**src/rtl/eth_phy_10g_pkg.sv**
```systemverilog
// Shared definitions for the 10G PHY receive path: sync-header codes,
// block-lock FSM encoding and small helper functions.
package eth_phy_10g_pkg;

  localparam logic [1:0] SYNC_DATA = 2'b01;
  localparam logic [1:0] SYNC_CTRL = 2'b10;

  typedef enum logic [1:0] {
    ST_HUNT   = 2'd0,
    ST_SLIP   = 2'd1,
    ST_LOCKED = 2'd2
  } rx_lock_state_e;

  function automatic logic hdr_is_valid(input logic [1:0] hdr);
    return (hdr == SYNC_DATA) || (hdr == SYNC_CTRL);
  endfunction

  function automatic int max_int(input int a, input int b);
    return (a > b) ? a : b;
  endfunction

endpackage

```
**src/rtl/eth_phy_10g_sat_cnt.sv**
```systemverilog
// Saturating up-counter with synchronous clear; clear beats a same-cycle
// increment.
module eth_phy_10g_sat_cnt #(
  parameter int WIDTH = 16
) (
  input  logic             rx_clk,
  input  logic             rx_rst,
  input  logic             inc,
  input  logic             clr,
  output logic [WIDTH-1:0] count
);

  // NOTE: sequential state is written with non-blocking assignments so every
  // flop samples the values that existed before the clock edge.
  always_ff @(posedge rx_clk or posedge rx_rst) begin
    if (rx_rst) begin
      count <= '0;
    end else if (clr) begin
      count <= '0;
    end else if (inc && (count != '1)) begin
      count <= count + 1'b1;
    end
  end

endmodule

```
**src/rtl/eth_phy_10g_rx_hdr_lock_mon.sv**
```systemverilog
// 64b/66b sync-header block-lock monitor: hunts for lock with bitslip pulses,
// drops lock on too many header errors per window, keeps header statistics.
module eth_phy_10g_rx_hdr_lock_mon
  import eth_phy_10g_pkg::*;
#(
  parameter int HDR_WIDTH           = 2,
  parameter int LOCK_COUNT          = 64,
  parameter int SH_WINDOW           = 64,
  parameter int INVALID_MAX         = 16,
  parameter int BITSLIP_HIGH_CYCLES = 1,
  parameter int BITSLIP_LOW_CYCLES  = 8,
  parameter int CNT_WIDTH           = 16
) (
  input  logic                 rx_clk,
  input  logic                 rx_rst,
  input  logic [HDR_WIDTH-1:0] serdes_rx_hdr,
  input  logic                 serdes_rx_hdr_valid,
  input  logic                 stat_clear,
  output logic                 serdes_rx_bitslip,
  output logic                 rx_block_lock,
  output logic [CNT_WIDTH-1:0] stat_valid_count,
  output logic [CNT_WIDTH-1:0] stat_invalid_count,
  output logic [CNT_WIDTH-1:0] stat_lock_count
);

  localparam int CW         = $clog2(max_int(LOCK_COUNT, SH_WINDOW) + 1);
  localparam int SLIP_TOTAL = BITSLIP_HIGH_CYCLES + BITSLIP_LOW_CYCLES;
  localparam int SW         = $clog2(SLIP_TOTAL + 1);

  localparam logic [CW-1:0] RUN_LAST  = CW'(LOCK_COUNT - 1);
  localparam logic [CW-1:0] WIN_LAST  = CW'(SH_WINDOW - 1);
  localparam logic [CW-1:0] ERR_LAST  = CW'(INVALID_MAX - 1);
  localparam logic [SW-1:0] SLIP_LAST = SW'(SLIP_TOTAL - 1);
  localparam logic [SW-1:0] SLIP_HIGH = SW'(BITSLIP_HIGH_CYCLES);

  rx_lock_state_e state;
  logic [CW-1:0]  run_cnt;
  logic [CW-1:0]  beat_cnt;
  logic [CW-1:0]  err_cnt;
  logic [SW-1:0]  slip_cnt;

  logic          hdr_ok;
  logic          beat;
  logic          valid_inc;
  logic          invalid_inc;
  logic          lock_inc;
  logic [SW-1:0] slip_nxt;

  // NOTE: every signal gets a default at the top of always_comb, so no path
  // leaves one unassigned and no latch is inferred.
  always_comb begin
    hdr_ok      = hdr_is_valid(serdes_rx_hdr);
    beat        = serdes_rx_hdr_valid && (state != ST_SLIP);
    valid_inc   = beat && hdr_ok;
    invalid_inc = beat && !hdr_ok;
    lock_inc    = (state == ST_HUNT) && valid_inc && (run_cnt == RUN_LAST);
    slip_nxt    = slip_cnt + 1'b1;
  end

  always_ff @(posedge rx_clk or posedge rx_rst) begin
    if (rx_rst) begin
      state             <= ST_HUNT;
      run_cnt           <= '0;
      beat_cnt          <= '0;
      err_cnt           <= '0;
      slip_cnt          <= '0;
      serdes_rx_bitslip <= 1'b0;
      rx_block_lock     <= 1'b0;
    end else begin
      case (state)
        ST_HUNT: begin
          if (valid_inc) begin
            if (run_cnt == RUN_LAST) begin
              state         <= ST_LOCKED;
              rx_block_lock <= 1'b1;
              run_cnt       <= '0;
              beat_cnt      <= '0;
              err_cnt       <= '0;
            end else begin
              run_cnt <= run_cnt + 1'b1;
            end
          end else if (invalid_inc) begin
            state             <= ST_SLIP;
            run_cnt           <= '0;
            slip_cnt          <= '0;
            serdes_rx_bitslip <= 1'b1;
          end
        end
        // Slip timer is free-running: header beats are ignored while settling.
        ST_SLIP: begin
          if (slip_cnt == SLIP_LAST) begin
            state             <= ST_HUNT;
            slip_cnt          <= '0;
            serdes_rx_bitslip <= 1'b0;
          end else begin
            slip_cnt          <= slip_nxt;
            serdes_rx_bitslip <= (slip_nxt < SLIP_HIGH);
          end
        end
        ST_LOCKED: begin
          if (beat) begin
            // Loss of lock takes priority over the window rollover.
            if (invalid_inc && (err_cnt == ERR_LAST)) begin
              state             <= ST_SLIP;
              rx_block_lock     <= 1'b0;
              slip_cnt          <= '0;
              serdes_rx_bitslip <= 1'b1;
            end else if (beat_cnt == WIN_LAST) begin
              beat_cnt <= '0;
              err_cnt  <= '0;
            end else begin
              beat_cnt <= beat_cnt + 1'b1;
              err_cnt  <= err_cnt + CW'(invalid_inc);
            end
          end
        end
        default: state <= ST_HUNT;
      endcase
    end
  end

  eth_phy_10g_sat_cnt #(.WIDTH(CNT_WIDTH)) u_valid_cnt (
    .rx_clk (rx_clk),
    .rx_rst (rx_rst),
    .inc    (valid_inc),
    .clr    (stat_clear),
    .count  (stat_valid_count)
  );

  eth_phy_10g_sat_cnt #(.WIDTH(CNT_WIDTH)) u_invalid_cnt (
    .rx_clk (rx_clk),
    .rx_rst (rx_rst),
    .inc    (invalid_inc),
    .clr    (stat_clear),
    .count  (stat_invalid_count)
  );

  eth_phy_10g_sat_cnt #(.WIDTH(CNT_WIDTH)) u_lock_cnt (
    .rx_clk (rx_clk),
    .rx_rst (rx_rst),
    .inc    (lock_inc),
    .clr    (stat_clear),
    .count  (stat_lock_count)
  );

endmodule
```
**config.mk**
```make
export PLATFORM = sky130hd
export DESIGN_NAME = eth_phy_10g_rx_hdr_lock_mon
export DESIGN_NICKNAME = d
export VERILOG_FILES = /design/src/rtl/eth_phy_10g_pkg.sv /design/src/rtl/eth_phy_10g_sat_cnt.sv /design/src/rtl/eth_phy_10g_rx_hdr_lock_mon.sv
export SDC_FILE = /design/constraint.sdc
export NUM_CORES = 1
export LEC_CHECK = 0
export ABC_AREA = 0
export BUFFER_PORTS_ARGS = -buffer_cell sky130_fd_sc_hd__buf_4
export CAP_MARGIN = 10
export CELL_PAD_IN_SITES_DETAIL_PLACEMENT = 0
export CELL_PAD_IN_SITES_GLOBAL_PLACEMENT = 1
export CORE_AREA = 2 2 103 105
export CTS_CLUSTER_DIAMETER = 100
export DETAILED_ROUTE_END_ITERATION = 8
export DIE_AREA = 0 0 105 107
export PLACE_DENSITY = 0.81
export SYNTH_ARGS = -nofsm -noshare
export SYNTH_HDL_FRONTEND = slang
export SYNTH_HIERARCHICAL = 1
export SYNTH_SLANG_ARGS = --single-unit
```
**constraint.sdc**
```tcl
create_clock -name rx_clk -period 3 [get_ports rx_clk]
set_input_delay 0.6 -clock rx_clk [delete_from_list [all_inputs] [get_ports rx_clk]]
set_output_delay 0.6 -clock rx_clk [all_outputs]
set_load 0.01 [all_outputs]
```
After elaboration in Yosys (flattened, before gate mapping) --
Cells that the tools add are included.
Operators by class: add/sub/neg operators 7, magnitude comparators 1, equality and inequality tests 22, mux-type cells 43, reductions and logical operators 23
Operators by type and width (number):
- $mux W16 | 6
- $mux W7 | 11
- $add A16 B1 Y16 const B | 3
- $ne A16 B16 Y1 const B | 3
- $pmux W7 S2 | 2
- $mux W4 | 5
- $reduce_and A5 Y1 | 4
- $add A7 B1 Y7 const B | 2
- $eq A7 B6 Y1 const B | 2
- $mux W2 | 6
- $ne A2 B2 Y1 const B | 6
- $pmux W4 S3 | 1
- $reduce_bool A2 Y1 | 5
- $logic_and A1 B1 Y1 | 9
- $mux W1 | 9
- $add A7 B1 Y7 | 1
- $eq A7 B4 Y1 const B | 1
- $ne A2 B1 Y1 const B | 3
- $pmux W2 S3 | 1
- $add A4 B1 Y4 const B | 1
- $eq A2 B1 Y1 const B | 2
- $eq A2 B2 Y1 const B | 2
- $eq A4 B4 Y1 const B | 1
- $lt A4 B1 Y1 const B | 1
- 9 further kinds | 9
Word-level totals: bits in registers 77

Logic depth before layout (Yosys ltp) --
depth after elaboration 9, mapped depth 10, mapped depth without buffers 9

By module --
Netlist, hierarchy kept.
By module, submodules not included:
- eth_phy_10g_sat_cnt at u_invalid_cnt ... | times used 2, cells an instance 101, area an instance 932.1 um^2, seq. area each 400.4 um^2
- eth_phy_10g_rx_hdr_lock_mon | times used 1, cells an instance 182, area an instance 1672.9 um^2, seq. area each 725.7 um^2
- eth_phy_10g_sat_cnt at u_valid_cnt | times used 1, cells an instance 101, area an instance 922.1 um^2, seq. area each 400.4 um^2

Least setup slack after synthesis --
Ideal clock, no wire load.
path type in2reg, from input serdes_rx_hdr[1], to register u_invalid_cnt.count[13], library setup time 0.078 ns, arrival time 2.670 ns, path slack 0.252 ns, cell stages on the path 7, buffers on the path 1, cell sequence xnor2_1 -> and3_1 -> clkbuf_2 -> nand3_1 -> or4_4 -> or4_1 -> a21oi_1
Between the ends: cells in the longest elaborated chain, start to end 6, elaborated cells between the ends (all ways) 7, those cells by class eq/ne: 2; reduce/logical: 5
Ends and longest elaborated chain:
- from (decl) | line eth_phy_10g_rx_hdr_lock_mon.sv:16 | input logic [HDR_WIDTH-1:0] serdes_rx_hdr,
- $eq A2 B1 Y1 / $eq A2 B2 Y1 (equally long branches) | line eth_phy_10g_pkg.sv:15 | return (hdr == SYNC_DATA) || (hdr == SYNC_CTRL);
- $logic_or A1 B1 Y1 (*) | line eth_phy_10g_pkg.sv:15
- $logic_not A1 Y1 (*) | line eth_phy_10g_rx_hdr_lock_mon.sv:55 | invalid_inc = beat && !hdr_ok;
- $logic_and A1 B1 Y1 (*) | line eth_phy_10g_rx_hdr_lock_mon.sv:55
- via invalid_inc | line eth_phy_10g_rx_hdr_lock_mon.sv:45 | logic invalid_inc;
- $logic_and A1 B1 Y1 (*) | line eth_phy_10g_sat_cnt.sv:20 | end else if (inc && (count != '1)) begin
- $reduce_bool A2 Y1 (no source line) (*)
- to (signal assigned) | line eth_phy_10g_sat_cnt.sv:21 | count <= count + 1'b1;
- to (decl) | line eth_phy_10g_sat_cnt.sv:10 | output logic [WIDTH-1:0] count
The timed path passes the listed nets; every way through them passes the cells marked *. A chain may end at the register's enable or synchronous reset.

Worst setup path after layout --
from register run_cnt[0], to register u_lock_cnt.count[13]
Between the ends: cells in the longest elaborated chain, start to end 4
Ends and longest elaborated chain:
- from (decl) | line eth_phy_10g_rx_hdr_lock_mon.sv:37 | logic [CW-1:0] run_cnt;
- from (signal assigned) | line eth_phy_10g_rx_hdr_lock_mon.sv:80 | run_cnt <= run_cnt + 1'b1;
- $eq A7 B6 Y1 | line eth_phy_10g_rx_hdr_lock_mon.sv:56 | lock_inc = (state == ST_HUNT) && valid_inc && (run_cnt == RUN_LAST);
- $logic_and A1 B1 Y1 | line eth_phy_10g_rx_hdr_lock_mon.sv:56
- via lock_inc | line eth_phy_10g_rx_hdr_lock_mon.sv:46 | logic lock_inc;
- $logic_and A1 B1 Y1 | line eth_phy_10g_sat_cnt.sv:20
- $reduce_bool A2 Y1 (no source line)
- to (signal assigned) | line eth_phy_10g_sat_cnt.sv:21
- to (decl) | line eth_phy_10g_sat_cnt.sv:10
The timed path passes the listed nets, and every way through them passes these cells.

==> flow_metrics.tcl <==
set metrics [dict create \
    status "finished, final reports clean" \
    max_clock_freq_mhz 358.6 \
    p_comb_frac 0.133 \
    grt_max_degree 58 \
    synth_fa_ha_area_frac 0.02806 \
    hpwlAfterDp_um 7386 \
    cp_slowest_cell "or4_4" \
    cts.root.buffer_cell "clkbuf_8" \
    syn_area_per_cell_um2 9.194 \
    worstSetupPathType "reg2reg" \
    dr.pass1.iters 4 \
    netlist_instances 485 \
    synthFlopType "dfrtp_1" \
    clkSlewWorstSetupHoldPaths_ns 0.08 \
    worstSetupStartpointType "flop" \
    maxCapViolCount 0 \
    muxShareOfSynthArea 0.02413 \
    crit_fanout 8 \
    grt_pass1_wl_um 17900 \
    skew_ns 0.007988 \
    pin_count 56 \
    antenna_found_initial 0 \
    setup_viol 0 \
    dr_total_vias 3975 \
    synthTopCellsByArea "dfrtp_1 43%, a21oi_1 4.8%, o21ai_0 3.9%" \
    synth-seq-cells 77 \
    peakVddDrop_mv 0.1946 \
    initial_core_util 0.4419 \
    drtAntennaViolNets 0 \
    post-cts-setup-buffers 0 \
    relSlewSlack 0.4600 \
    numCtsBuffers 9 \
    portBuffers 55 \
    synth_edf_count 0 \
    seqPwrFrac 0.489 \
    final_cell_mix "77 x dfrtp_1, 63 x buf_4, 43 x nand2_1, 43 x a21oi_1, 35 x o21ai_0" \
    core_area_mm2 0.01009 \
    cts_hold_buf 0 \
    multi_input_area_mm2 0.002395 \
    htreeDepth 3 \
    ys_types 55 \
    p_leak_nw 2.194 \
    overflow 0 \
    hold_ws_ns 0.3453 \
    hold_viol 0 \
    yosys.area_share.simple 0.2918 \
    seq_area_mm2 0.001927 \
    grt_pass1_vias 3829 \
    areaGrowthSynthToFinish_pct 17.65 \
    hp-class "in2async" \
    die_h_um 107 \
    synth_top_family_by_area "simple AND/OR/NAND/NOR gates" \
    ff2ff_setup_slack_ns 0.21 \
    drtIter0Drc 237 \
    clockBufferDepth 2 \
    arrival_ns 3.07 \
    required_ns 3.28 \
    sw_frac_of_total 0.2717 \
    async_reset_ff_frac 1.000 \
    nFillCells 958 \
    nets 559 \
    rsz0062_at_grt "false" \
    cp_cell_sequence "ha_1 > nand4b_1 > or2_4 > nor3_1 > buf_4 > nand3_1 > or4_4 > or4_1 > a21oi_1" \
    cts_tree "built" \
    synth.top_cell.area_share 0.4321 \
    final.setup.tns_ns 0 \
    fin_crit_ns 2.789 \
    track_usage 0.1927 \
    p_per_area_mw_per_mm2 456.3 \
    ys_warn_count 6 \
    worstMarginPinSlew_ns 0.8026 \
    rows 37 \
    gp_congestion 0.7929 \
    synth_fp_nets 501 \
    clock_sinks 77 \
    clk_latency_ns 0.35 \
    cts_resized 0 \
    final_common_cell "dfrtp_1" \
    slew_violations 0 \
    synth_compound_area_frac 0.1846 \
    cpLargestDelayFamily "simple AND/OR/NAND/NOR gates" \
    period_share 0.9295 \
    synthXorXnorAreaFrac 0.007856 \
    dieArea_mm2 0.01124 \
    pwr-share-clk 0.378 \
    wl_per_cell_um 15.45 \
    drc 0 \
    end_kind "flop" \
    routed_wl_um 10570 \
    netlist_area_mm2 0.004459 \
    worst_path_largest_cell_delay_ns 0.47 \
    path_buf_inv 1 \
    antenna_cells 0 \
    fp.dieW_um 105 \
    netSwitchingPower_w 0.0006505 \
    yosys.area.top_type "dfrtp_1" \
    p_int_w 0.001743 \
    yosysSeqAreaShare 0.4321 \
    viasPerCell 5.811 \
    drive_above_1_share 0.1916 \
]
## cells in the mapped netlist (4+ instances only)
library cell	count
mux2_2	6
nand2_1	43
nor3_1	14
a21oi_1	43
and3_1	4
o21ai_0	35
nand4_1	14
ha_1	10
nor2b_1	15
inv_1	15
nor4_1	10
nand3_1	29
dfrtp_1	77
clkbuf_1	6
or4_4	4
o41ai_1	6
nor2_1	21
mux2i_1	4
nand2b_1	11
o31ai_1	21
or3_1	20
or4_1	18
a31oi_1	6
## power by group through the flow
stage                     Clock (W)  Sequential (W)  Combinational, W
after global placement            0         0.00119          0.000311
after floorplan                   0         0.00118          0.000229
final                      0.000904         0.00117          0.000318
after global routing       0.000963         0.00118          0.000360
after CTS                  0.000920         0.00117          0.000324
after detailed placement          0         0.00119          0.000324
## worst reg2reg max path: stages, from the launching register on
cell	delay, ns
dfrtp_1	0.42
ha_1	0.24
nand4b_1	0.20
or2_4	0.32
nor3_1	0.19
buf_4	0.19
nand3_1	0.12
or4_4	0.47
or4_1	0.42
a21oi_1	0.14
## flip-flops by register name, indices dropped and copies added, names as in the netlist
register	flops
state	2
u_lock_cnt/count	16
u_invalid_cnt/count	16
run_cnt	7
beat_cnt	7
serdes_rx_bitslip	1
slip_cnt	4
err_cnt	7
u_valid_cnt/count	16
rx_block_lock	1
## cell families after synthesis
| family | Yosys count |
|---|---|
| and+or+nand+nor | 224 |
| AOI/OAI and AO/OA | 129 |
| DFF | 77 |
| buffers and inverters | 31 |
| muxes | 10 |
| adders and majority gates | 10 |
| xor gates and xnor gates | 4 |
## per-layer routing
layer	track usage	up-vias	part of all wire
li1	-	1958	-
met5	0	-	0
met3	0.03040	2	0.040
met1	0.2607	1942	0.49
met4	0.07333	0	0.0038
met2	0.3122	73	0.47
## path summary, 6_finish.rpt
path                                   from                     to  depth (start not counted)
min in group rx_clk             beat_cnt[5]            beat_cnt[5]                          1
max in group asynchronous            rx_rst  u_valid_cnt/count[13]                          2
worst min-delay path                 rx_rst             err_cnt[3]                          3
worst min register to register  beat_cnt[5]            beat_cnt[5]                          1
worst max register to register   run_cnt[0]   u_lock_cnt/count[13]                          9
worst max-delay path             run_cnt[0]   u_lock_cnt/count[13]                          9
## through the flow
| stage | std cells | cell area [um2] | total power, W | utilization | setup WS, ns |
|---|---|---|---|---|---|
| global route | 684 | 5246 | 0.002506 | 0.5198 | 0.03730 |
| global placement | 668 | 5019 | 0.001499 | 0.4973 | 0.2700 |
| finish | 684 | 5246 | 0.002394 | 0.5198 | 0.2114 |
| CTS | 684 | 5244 | 0.002414 | 0.5196 | 0.1362 |
| detailed placement | 668 | 5019 | 0.001513 | 0.4973 | 0.1541 |
| floorplan | 485 | 4459 | 0.001407 | - | 0.2524 |
## cell type report
type                            instances  area share
Clock inverter                          4     0.01336
Inverter                               15     0.01073
Timing Repair Buffer                   63     0.09015
Multi-Input combinational cell        377      0.4565
Sequential cell                        77      0.3673
Tap cell                              136     0.03243
Clock buffer                           12     0.02957
Power figures use the tool's default switching activity.
